File: src/rtl/adcsnap_capture_ctrl_if.sv
// Groups the software control words, the ADC sample stream, the BRAM write port and the status readback.
// Latency: none; wires only.
// Backpressure: none; the sample stream is qualified by din_valid only.
interface adcsnap_capture_ctrl_if #(
   parameter int ADDR_W = 10,
   parameter int DATA_W = 64
);
   logic [31:0]       ctrl;
   logic [31:0]       trig_offset;
   logic [DATA_W-1:0] din;
   logic              din_valid;
   logic              trig;
   logic [ADDR_W-1:0] bram_addr;
   logic [DATA_W-1:0] bram_data;
   logic              bram_we;
   logic [31:0]       status;
   logic              done;

   // Software/ADC side: drives control words and samples, observes the BRAM port and status
   modport master (
      output ctrl, trig_offset, din, din_valid, trig,
      input  bram_addr, bram_data, bram_we, status, done
   );

   // Capture controller side
   modport slave (
      input  ctrl, trig_offset, din, din_valid, trig,
      output bram_addr, bram_data, bram_we, status, done
   );
endinterface

File: src/rtl/adcsnap_capture_ctrl.sv
// ADC snapshot sequencer: arm/trigger detection, pre/post-trigger windowing, BRAM write port, status.
// Latency: each written sample appears on the BRAM port 1 cycle after its din_valid cycle.
// Backpressure: none; din_valid=0 cycles write nothing and freeze every counter.
module adcsnap_capture_ctrl #(
   parameter int ADDR_W = 10,
   parameter int DATA_W = 64
) (
   input  logic                  user_clk,
   input  logic                  user_rst_n,
   adcsnap_capture_ctrl_if.slave bus
);
   localparam logic [ADDR_W:0]   DEPTH    = {1'b1, {ADDR_W{1'b0}}};
   localparam logic [ADDR_W:0]   CNT_ONE  = {{ADDR_W{1'b0}}, 1'b1};
   localparam logic [ADDR_W-1:0] ADDR_ONE = {{(ADDR_W-1){1'b0}}, 1'b1};
   localparam logic [ADDR_W-1:0] MAX_M    = {ADDR_W{1'b1}};

   typedef enum logic [2:0] {
      S_IDLE,
      S_ARMED,
      S_DELAY,
      S_CAPTURE,
      S_DONE
   } state_t;

   state_t            state, state_nxt;
   logic              arm_q;

   // Capture parameters latched at arm time
   logic [31:0]       off_q, off_nxt;
   logic              imm_q, imm_nxt;
   logic [ADDR_W-1:0] m_q, m_nxt;

   // Progress counters
   logic [ADDR_W-1:0] wr_addr, wr_addr_nxt;
   logic [ADDR_W:0]   fill, fill_nxt;
   logic [ADDR_W:0]   cnt, cnt_nxt;
   logic [31:0]       dcnt, dcnt_nxt;

   // Status fields
   logic [ADDR_W-1:0] start_addr, start_addr_nxt;
   logic              pshort, pshort_nxt;

   // Registered BRAM write port
   logic              we_q, we_nxt;
   logic [ADDR_W-1:0] addr_q, addr_nxt;
   logic [DATA_W-1:0] data_q, data_nxt;

   logic              arm_evt;
   logic              trig_hit;
   logic              off_neg;
   logic [31:0]       off_mag;
   logic [ADDR_W-1:0] m_calc;
   logic [ADDR_W:0]   total;
   logic              busy;
   logic              done_w;
   logic              ctrl_unused;

   assign ctrl_unused = ^bus.ctrl[31:2];

   assign arm_evt  = bus.ctrl[0] & ~arm_q;
   assign trig_hit = (bus.trig | imm_q) & bus.din_valid;
   assign off_neg  = off_q[31];

   // Magnitude of a negative offset; the most negative value maps to 2^31, which clamps like any large one
   assign off_mag = bus.trig_offset[31] ? (32'd0 - bus.trig_offset) : 32'd0;
   assign m_calc  = (off_mag > 32'(MAX_M)) ? MAX_M : off_mag[ADDR_W-1:0];

   // Writes from the trigger sample onward: the history window eats into the buffer
   assign total = off_neg ? (DEPTH - {1'b0, m_q}) : DEPTH;

   // Next-state and datapath decisions; everything holds unless a branch says otherwise
   always_comb begin
      state_nxt      = state;
      off_nxt        = off_q;
      imm_nxt        = imm_q;
      m_nxt          = m_q;
      wr_addr_nxt    = wr_addr;
      fill_nxt       = fill;
      cnt_nxt        = cnt;
      dcnt_nxt       = dcnt;
      start_addr_nxt = start_addr;
      pshort_nxt     = pshort;
      we_nxt         = 1'b0;
      addr_nxt       = addr_q;
      data_nxt       = data_q;

      case (state)
         S_IDLE, S_DONE: begin
            if (arm_evt) begin
               off_nxt        = bus.trig_offset;
               imm_nxt        = bus.ctrl[1];
               m_nxt          = m_calc;
               wr_addr_nxt    = '0;
               fill_nxt       = '0;
               cnt_nxt        = '0;
               dcnt_nxt       = '0;
               start_addr_nxt = '0;
               pshort_nxt     = 1'b0;
               state_nxt      = S_ARMED;
            end
         end

         S_ARMED: begin
            if (off_neg) begin
               // History mode: every valid sample goes into the ring, trigger included
               if (bus.din_valid) begin
                  we_nxt      = 1'b1;
                  addr_nxt    = wr_addr;
                  data_nxt    = bus.din;
                  wr_addr_nxt = wr_addr + ADDR_ONE;
                  if (trig_hit) begin
                     start_addr_nxt = wr_addr - m_q;
                     pshort_nxt     = (fill < {1'b0, m_q});
                     cnt_nxt        = CNT_ONE;
                     state_nxt      = (total == CNT_ONE) ? S_DONE : S_CAPTURE;
                  end else if (fill != DEPTH) begin
                     fill_nxt = fill + CNT_ONE;
                  end
               end
            end else if (trig_hit) begin
               if (off_q == 32'd0) begin
                  we_nxt      = 1'b1;
                  addr_nxt    = '0;
                  data_nxt    = bus.din;
                  wr_addr_nxt = ADDR_ONE;
                  cnt_nxt     = CNT_ONE;
                  state_nxt   = S_CAPTURE;
               end else begin
                  dcnt_nxt  = 32'd1;
                  state_nxt = S_DELAY;
               end
            end
         end

         S_DELAY: begin
            // dcnt is the index of the current valid sample relative to the trigger sample
            if (bus.din_valid) begin
               if (dcnt == off_q) begin
                  we_nxt      = 1'b1;
                  addr_nxt    = '0;
                  data_nxt    = bus.din;
                  wr_addr_nxt = ADDR_ONE;
                  cnt_nxt     = CNT_ONE;
                  state_nxt   = S_CAPTURE;
               end else begin
                  dcnt_nxt = dcnt + 32'd1;
               end
            end
         end

         S_CAPTURE: begin
            if (bus.din_valid) begin
               we_nxt      = 1'b1;
               addr_nxt    = wr_addr;
               data_nxt    = bus.din;
               wr_addr_nxt = wr_addr + ADDR_ONE;
               cnt_nxt     = cnt + CNT_ONE;
               if ((cnt + CNT_ONE) == total) begin
                  state_nxt = S_DONE;
               end
            end
         end

         default: state_nxt = S_IDLE;
      endcase
   end

   // State register and arm edge detector
   always_ff @(posedge user_clk) begin
      if (!user_rst_n) begin
         state <= S_IDLE;
         arm_q <= 1'b0;
      end else begin
         state <= state_nxt;
         arm_q <= bus.ctrl[0];
      end
   end

   // Latched parameters, counters, status fields and the registered BRAM port
   always_ff @(posedge user_clk) begin
      if (!user_rst_n) begin
         off_q      <= '0;
         imm_q      <= 1'b0;
         m_q        <= '0;
         wr_addr    <= '0;
         fill       <= '0;
         cnt        <= '0;
         dcnt       <= '0;
         start_addr <= '0;
         pshort     <= 1'b0;
         we_q       <= 1'b0;
         addr_q     <= '0;
         data_q     <= '0;
      end else begin
         off_q      <= off_nxt;
         imm_q      <= imm_nxt;
         m_q        <= m_nxt;
         wr_addr    <= wr_addr_nxt;
         fill       <= fill_nxt;
         cnt        <= cnt_nxt;
         dcnt       <= dcnt_nxt;
         start_addr <= start_addr_nxt;
         pshort     <= pshort_nxt;
         we_q       <= we_nxt;
         addr_q     <= addr_nxt;
         data_q     <= data_nxt;
      end
   end

   assign busy   = (state == S_ARMED) || (state == S_DELAY) || (state == S_CAPTURE);
   assign done_w = (state == S_DONE);

   assign bus.bram_we   = we_q;
   assign bus.bram_addr = addr_q;
   assign bus.bram_data = data_q;
   assign bus.done      = done_w;
   assign bus.status    = {done_w, busy, pshort, {(29-ADDR_W){1'b0}}, start_addr};
endmodule

File: src/flat_wrapper.sv
// flat-port wrapper written by rule: the top's interface ports become plain ports
module adcsnap_capture_ctrl_flat 
#(
   parameter int ADDR_W = 10,
   parameter int DATA_W = 64
)
  (user_clk, user_rst_n, bus_ctrl, bus_trig_offset, bus_din, bus_din_valid, bus_trig, bus_bram_addr, bus_bram_data, bus_bram_we, bus_status, bus_done);
  adcsnap_capture_ctrl_if #(.ADDR_W(ADDR_W), .DATA_W(DATA_W)) bus_i ();
  input  logic user_clk;
  input  logic user_rst_n;
  input wire logic [$bits(bus_i.ctrl)-1:0] bus_ctrl;
  input wire logic [$bits(bus_i.trig_offset)-1:0] bus_trig_offset;
  input wire logic [$bits(bus_i.din)-1:0] bus_din;
  input wire logic [$bits(bus_i.din_valid)-1:0] bus_din_valid;
  input wire logic [$bits(bus_i.trig)-1:0] bus_trig;
  output wire logic [$bits(bus_i.bram_addr)-1:0] bus_bram_addr;
  output wire logic [$bits(bus_i.bram_data)-1:0] bus_bram_data;
  output wire logic [$bits(bus_i.bram_we)-1:0] bus_bram_we;
  output wire logic [$bits(bus_i.status)-1:0] bus_status;
  output wire logic [$bits(bus_i.done)-1:0] bus_done;
  assign bus_i.ctrl = bus_ctrl;
  assign bus_i.trig_offset = bus_trig_offset;
  assign bus_i.din = bus_din;
  assign bus_i.din_valid = bus_din_valid;
  assign bus_i.trig = bus_trig;
  assign bus_bram_addr = bus_i.bram_addr;
  assign bus_bram_data = bus_i.bram_data;
  assign bus_bram_we = bus_i.bram_we;
  assign bus_status = bus_i.status;
  assign bus_done = bus_i.done;
  adcsnap_capture_ctrl #(.ADDR_W(ADDR_W), .DATA_W(DATA_W)) u_core (.user_clk(user_clk), .user_rst_n(user_rst_n), .bus(bus_i));
endmodule
File: config.mk
export PLATFORM = sky130hd
export DESIGN_NAME = adcsnap_capture_ctrl_flat
export DESIGN_NICKNAME = d
export VERILOG_FILES = /design/src/rtl/adcsnap_capture_ctrl_if.sv /design/src/rtl/adcsnap_capture_ctrl.sv /design/src/flat_wrapper.sv
export SDC_FILE = /design/constraint.sdc
export NUM_CORES = 1
export LEC_CHECK = 0
export BUFFER_PORTS_ARGS = -buffer_cell sky130_fd_sc_hd__buf_2
export CORE_ASPECT_RATIO = 2
export CORE_MARGIN = 4
export CORE_UTILIZATION = 58
export CTS_CLUSTER_SIZE = 12
export DETAILED_ROUTE_END_ITERATION = 10
export PLACE_DENSITY_LB_ADDON = 0.15
export REMOVE_ABC_BUFFERS = 1
export SYNTH_ARGS = -nofsm -noshare
export SYNTH_HDL_FRONTEND = slang
export SYNTH_SLANG_ARGS = --single-unit
export TNS_END_PERCENT = 5
File: constraint.sdc
create_clock -name user_clk -period 5.2 [get_ports user_clk]
set_input_delay 0.52 -clock user_clk [delete_from_list [all_inputs] [get_ports user_clk]]
set_output_delay 0.52 -clock user_clk [all_outputs]
set_load 0.005 [all_outputs]
# After elaboration in Yosys (flattened, before gate mapping)
# Index checks and enable logic that the tools add are counted.
[word_totals] memories=0 ramBits=0 latch_bits=0 input_bits=132 rom_bits=0 register_bits=197
[classes] mul=0 bitwise_logic=4 n_reduce_logical=17 eq_ne=24 shift=0 div=0 muxes=75 order_cmp=2 add_sub_neg=7
[op_table] cell="2-to-1 mux 64 bit" count=6
[op_table] cell="2-to-1 mux 32 bit" count=7
[op_table] cell="one-hot mux 64 bit (3 select lines)" count=1
[op_table] cell="2-to-1 mux 10 bit" count=17
[op_table] cell="2-to-1 mux 11 bit" count=14
[op_table] cell="one-hot mux 32 bit (3 select lines)" count=1
[op_table] cell="one-hot mux 11 bit (4 select lines)" count=1
[op_table] cell="one-hot mux 10 bit (4 select lines)" count=1
[op_table] cell="adder 32 x 1 -> 32 bit (second input constant)" count=1
[op_table] cell="== test 32 bit" count=1
[op_table] cell="greater-than comparator 32 x 10 -> 1 bit (second input constant)" count=1
[op_table] cell="zero test 32 bit" count=1
[op_table] cell="subtractor 1 x 32 -> 32 bit (first input constant)" count=1
[op_table] cell="2-to-1 mux 3 bit" count=10
[op_table] cell="one-hot mux 10 bit (3 select lines)" count=1
[op_table] cell="adder 11 x 1 -> 11 bit (second input constant)" count=2
[op_table] cell="one-hot mux 11 bit (2 select lines)" count=1
[op_table] cell="one-hot mux 10 bit (2 select lines)" count=1
[op_table] cell="inequality test 2 bit (second input constant)" count=7
[op_table] cell="AND reduction 7 bit" count=2
[op_table] cell="inequality test 2 x 1 -> 1 bit (second input constant)" count=6
[op_table] cell="one-hot mux 3 bit (4 select lines)" count=1
[op_table] cell="AND reduction 6 bit" count=2
[op_table] cell="== test 11 x 1 -> 1 bit (second input constant)" count=1
[op_table] cell="26 further kinds" count=42

# Depth between registers and ports, before layout
[logic_depth] depth_word=8 mapped_depth=12

# Least setup slack after synthesis
# No wires, ideal clock.
[synth_timing] path_kind="input -> register" from="in bus_trig_offset[0]" to="reg u_core.m_q[0]" setup_slack_ps=1839 required_ps=5056 cell_stages=10 n_path_buf=0 arrival_time_ps=3217 path_cell_list="inv_1 > ha_1 > or4b_1 > nor4b_2 > nor2b_1 > mux2_2 > a2111oi_0 > nand4_1 > o41ai_4 > o21ai_0"
[synth_between] elab_chain_len=4
[synth_lines] element="start, declared" line_no="flat_wrapper.sv:12" text="input wire logic [$bits(bus_i.trig_offset)-1:0] bus_trig_offset;"
[synth_lines] element="subtractor 1 x 32 -> 32 bit (*)" line_no="adcsnap_capture_ctrl.sv:65" text="assign off_mag = bus.trig_offset[31] ? (32'd0 - bus.trig_offset) : 32'd0;"
[synth_lines] element="2-to-1 mux 32 bit (*)" line_no="adcsnap_capture_ctrl.sv:65"
[synth_lines] element="greater-than comparator 32 x 10 -> 1 bit" line_no="adcsnap_capture_ctrl.sv:66" text="assign m_calc = (off_mag > 32'(MAX_M)) ? MAX_M : off_mag[ADDR_W-1:0];"
[synth_lines] element="2-to-1 mux 10 bit (*)" line_no="adcsnap_capture_ctrl.sv:66"
[synth_lines] element="end signal, assigned" line_no="adcsnap_capture_ctrl.sv:197" text="m_q <= m_nxt;"
[synth_lines] element="end, declared" line_no="adcsnap_capture_ctrl.sv:31" text="logic [ADDR_W-1:0] m_q, m_nxt;"
# Mark *: on every way between the ends. The rest lies on a longest branch, timed or not.
# A chain may end at the register's enable or synchronous reset.

# Final worst setup path
[layout_timing] from="reg u_core.off_q[31]" to="reg u_core.addr_q[1], in the netlist u_core.bus.bram_addr[1]"
[layout_between] elab_chain_len=3 elab_cells_between_ends=8 classes_between="eq/ne (4); mux (2); reduce/logical (2)"
[layout_lines] element="start, declared" line_no="adcsnap_capture_ctrl.sv:29" text="logic [31:0] off_q, off_nxt;"
[layout_lines] element="start signal, assigned" line_no="adcsnap_capture_ctrl.sv:195" text="off_q <= off_nxt;"
[layout_lines] element="== test 32 bit or zero test 32 bit (tied branches)" line_no="adcsnap_capture_ctrl.sv:138, adcsnap_capture_ctrl.sv:121"
[layout_lines] element="inequality test 2 x 1 -> 1 bit (no source line) or inequality test 3 x 1 -> 1 bit (tied branches)"
[layout_lines] element="AND reduction 5 bit (no source line)"
[layout_lines] element="end signal, assigned" line_no="adcsnap_capture_ctrl.sv:205" text="addr_q <= addr_nxt;"
[layout_lines] element="end, declared" line_no="adcsnap_capture_ctrl.sv:45" text="logic [ADDR_W-1:0] addr_q, addr_nxt;"
# Several ways; a longest one is shown, not always the timed one.

==> results.sh <==
export IMPL_crit_top_cell="nor2_1"
export IMPL_initial_core_util_pct=59.4
export IMPL_worst_slew_pin_slew_ns=0.940
export IMPL_postSynthAreaPerCell_sq_um=7.86
export IMPL_diodes=0
export IMPL_clkPwrFrac_pct=21.7
export IMPL_period_needed_ns=3.72
export IMPL_crit_required_ns=5.53
export IMPL_synthTopCellsByCount="nand2_1 (250), dfxtp_1 (197), a21oi_1 (139)"
export IMPL_seqPwrFrac_pct=35.8
export IMPL_worst_path_buf_inv=0
export IMPL_p_switching_mw=2.52
export IMPL_grt_antenna_before_repair=2
export IMPL_core_sq_um=16800
export IMPL_first_iter_violations=396
export IMPL_htree_levels=4
export IMPL_grt_pass1_wl_microns=45200
export IMPL_cts_buffer_depth=2
export IMPL_clkTransAtPathRegs_ns=0.07
export IMPL_die_w_microns=101
export IMPL_synth_edff_count=0
export IMPL_crit_path_max_fanout=46
export IMPL_synthAdderAreaFrac_pct=3.32
export IMPL_synth_xor_area_share_pct=8.92
export IMPL_finalPower_mw=6.05
export IMPL_max_cap_violations=0
export IMPL_synth_top_family_by_area="simple AND/OR/NAND/NOR gates"
export IMPL_cts_buffers=17
export IMPL_cts_hold_fix_buffers=0
export IMPL_drcViolationCount=0
export IMPL_multi_input_area_sq_um=5610
export IMPL_worstSetupEndpointType="flip-flop"
export IMPL_hold_path_class="input port to flip-flop"
export IMPL_rows=67
export IMPL_routed_via_density=5.78
export IMPL_grt_max_degree=78
export IMPL_layout_drive_gt1_share_pct=17.4
export IMPL_synth_top_area_share_pct=39.4
export IMPL_final_setup_viol_count=0
export IMPL_synth_flop_cell="dfxtp_1"
export IMPL_worst_ep_arrival_time_ns=4.05
export IMPL_power_density_nw_per_um2=522
export IMPL_die_area_sq_um=19600
export IMPL_cp_start_kind="flip-flop"
export IMPL_fin_worst_skew_ns=0.0100
export IMPL_synth_area_mux_share_pct=1.61
export IMPL_final_max_slew_viol_count=0
export IMPL_intPower_mw=3.52
export IMPL_wl_per_cell_microns=17.1
export IMPL_max_freq_mhz=269
export IMPL_syn_inst=1274
export IMPL_critical_path_slowest_cell="o21a_2"
export IMPL_ioPinCount=240
export IMPL_die_h_microns=194
export IMPL_syn_cell_area_sq_um=10000
export IMPL_seqCellArea_sq_um=3940
export IMPL_swShare_pct=41.7
export IMPL_grt_pass1_vias=9358
export IMPL_wl_microns=28100
export IMPL_fin_hold_ws_ns=0.308
export IMPL_nets=1585
export IMPL_overflow=0
export IMPL_areaGrowthSynthToFinish_pct=15.6
export IMPL_cts_root_buf="clkbuf_16"
export IMPL_max_slew_margin_rel_pct=36.8
export IMPL_drt_pass1_iter_count=4
export IMPL_critical_path_class="flip-flop to flip-flop"
export IMPL_async_reset_ff_share_pct=0
export IMPL_clk_latency_ns=0.44
export IMPL_postRouteAntennaNets=0
export IMPL_hpwl_microns=21100
export IMPL_max_stage_delay_ns=0.79
export IMPL_status="finished clean"
export IMPL_fill_cells=1479
export IMPL_synth_top_area_cell="dfxtp_1"
export IMPL_hold_viol=0
export IMPL_synth_area_leaders="dfxtp_1 (39%), nand2_1 (9.4%), xnor2_1 (7.0%)"
export IMPL_crit_family="compound AO/OA/AOI/OAI gates"
export IMPL_combPwrFrac_pct=42.5
export IMPL_path_cells="xnor2_1 > nand4_1 > nor4_1 > a31oi_1 > nor2_1 > o21a_2 > nor2_1 > a22o_1"
export IMPL_grtUsageTotal_pct=28.8
export IMPL_fin_crit_sh_pct=71.5
export IMPL_synth_simple_area_share_pct=25.4
export IMPL_vdd_drop_max_v=0.000321
export IMPL_synth_seq_cells=197
export IMPL_yosysWarnings=0
export IMPL_post_cts_setup_buffer_count=0
export IMPL_gp_congestion=0.953
export IMPL_rsz0062_at_grt="false"
export IMPL_dp_cells=1615
export IMPL_ys_types=66
export IMPL_ctsResizeCount=0
export IMPL_synth_most_common_cell="nand2_1"
export IMPL_synth_compound_area_share_pct=15.8
export IMPL_final_cells=1647
export IMPL_cts_tree="built"
export IMPL_ys_seq_area_share_pct=39.4
export IMPL_tns_ns=0
export IMPL_clkSinkCount=197
export IMPL_place_port_buffers=190
export IMPL_vias=9515
export IMPL_power_leakage_nw=4.57
## path summary, 6_finish.rpt
check        cells after the start                       end  slack, ns                     start
max                              8   u_core.bus.bram_addr[1]       1.48          u_core.off_q[31]
min                              3  u_core.bus.bram_data[30]       0.31               bus_din[30]
max reg2reg                      8   u_core.bus.bram_addr[1]       1.48          u_core.off_q[31]
min reg2reg                      2  u_core.bus.bram_data[57]       0.45  u_core.bus.bram_data[57]
## per-stage QoR
step / instance area (sq um) / util (%) / setup WS (ns)
detailed placement: 11000 / 65.3 / 1.17
global placement: 11000 / 65.3 / 1.23
floorplan: 9690 / - / 0.521
finish: 11600 / 68.7 / 1.48
global route: 11600 / 68.7 / 1.12
CTS: 11600 / 68.7 / 1.46
## sequential cells by signal, summed over array words and instances (netlist names)
| register | cells |
|---|---|
| u_core.bus.bram_we | 1 |
| u_core.imm_q | 1 |
| u_core.wr_addr | 10 |
| u_core.bus.bram_data | 64 |
| u_core.bus.bram_addr | 10 |
| u_core.start_addr | 10 |
| u_core.dcnt | 32 |
| u_core.fill | 11 |
| u_core.arm_q | 1 |
| u_core.cnt | 11 |
| u_core.pshort | 1 |
| u_core.state | 3 |
| u_core.m_q | 10 |
| u_core.off_q | 32 |
## kinds of logic after synthesis
family | after synthesis
and+or+nand+nor | 542
other | 1
xor gates and xnor gates | 102
AOI/OAI and AO/OA | 264
muxes | 16
DFF | 197
adders and majority gates | 26
buffers and inverters | 126
## per-layer routing
| layer | wire length [microns] | share of wire (%) | track usage (%) | up-vias |
|---|---|---|---|---|
| li1 | - | - | - | 4674 |
| met1 | 9790 | 35 | 28.9 | 4448 |
| met2 | 14900 | 53 | 51.7 | 294 |
| met3 | 1660 | 5.9 | 6.95 | 95 |
| met4 | 1770 | 6.3 | 17.7 | 4 |
| met5 | 21 | 0.075 | 0 | - |
## tightest hold or removal path, delay by kind of cell
| family | cells | cell delay, ns |
|---|---|---|
| AOI/OAI and AO/OA | 1 | 0.05 |
| and+or+nand+nor | 1 | 0.04 |
| buffers and inverters | 1 | 0.09 |
## power groups by stage
stage / combinational [mW] / sequential (mW) / clock, mW
CTS: 2.58 / 2.16 / 1.33
detailed placement: 2.57 / 2.19 / 0
global route: 2.88 / 2.20 / 1.39
finish: 2.57 / 2.16 / 1.31
floorplan: 1.72 / 2.12 / 0
global placement: 2.52 / 2.17 / 0
## cell type report
class	instances	area share, %
Clock buffer	20	4.03
Clock inverter	12	1.02
Tap cell	207	2.24
Inverter	43	1.42
Sequential cell	197	34.1
Timing Repair Buffer	199	8.79
Multi-Input combinational cell	969	48.5
## placed cells by master (no fill, tap or decap), types with 7 or more instances in the layout
cell type,Yosys,routed
a21oi_1,139,139
a22o_1,11,11
a31oi_1,9,9
and3_1,12,12
buf_2,2,190
buf_4,22,9
clkbuf_16,0,17
conb_1,1,19
dfxtp_1,197,197
ha_1,25,25
inv_1,42,42
mux2i_1,15,15
nand2_1,250,250
nand2b_1,8,8
nand3_1,27,27
nand4_1,29,29
nor2_1,97,96
nor3_1,35,35
nor4_1,22,22
o21a_1,8,7
o21ai_0,39,38
or3_1,15,15
or4_1,8,8
xnor2_1,80,80
xor2_1,22,22
Note: power is estimated with default switching activity, not from simulation.
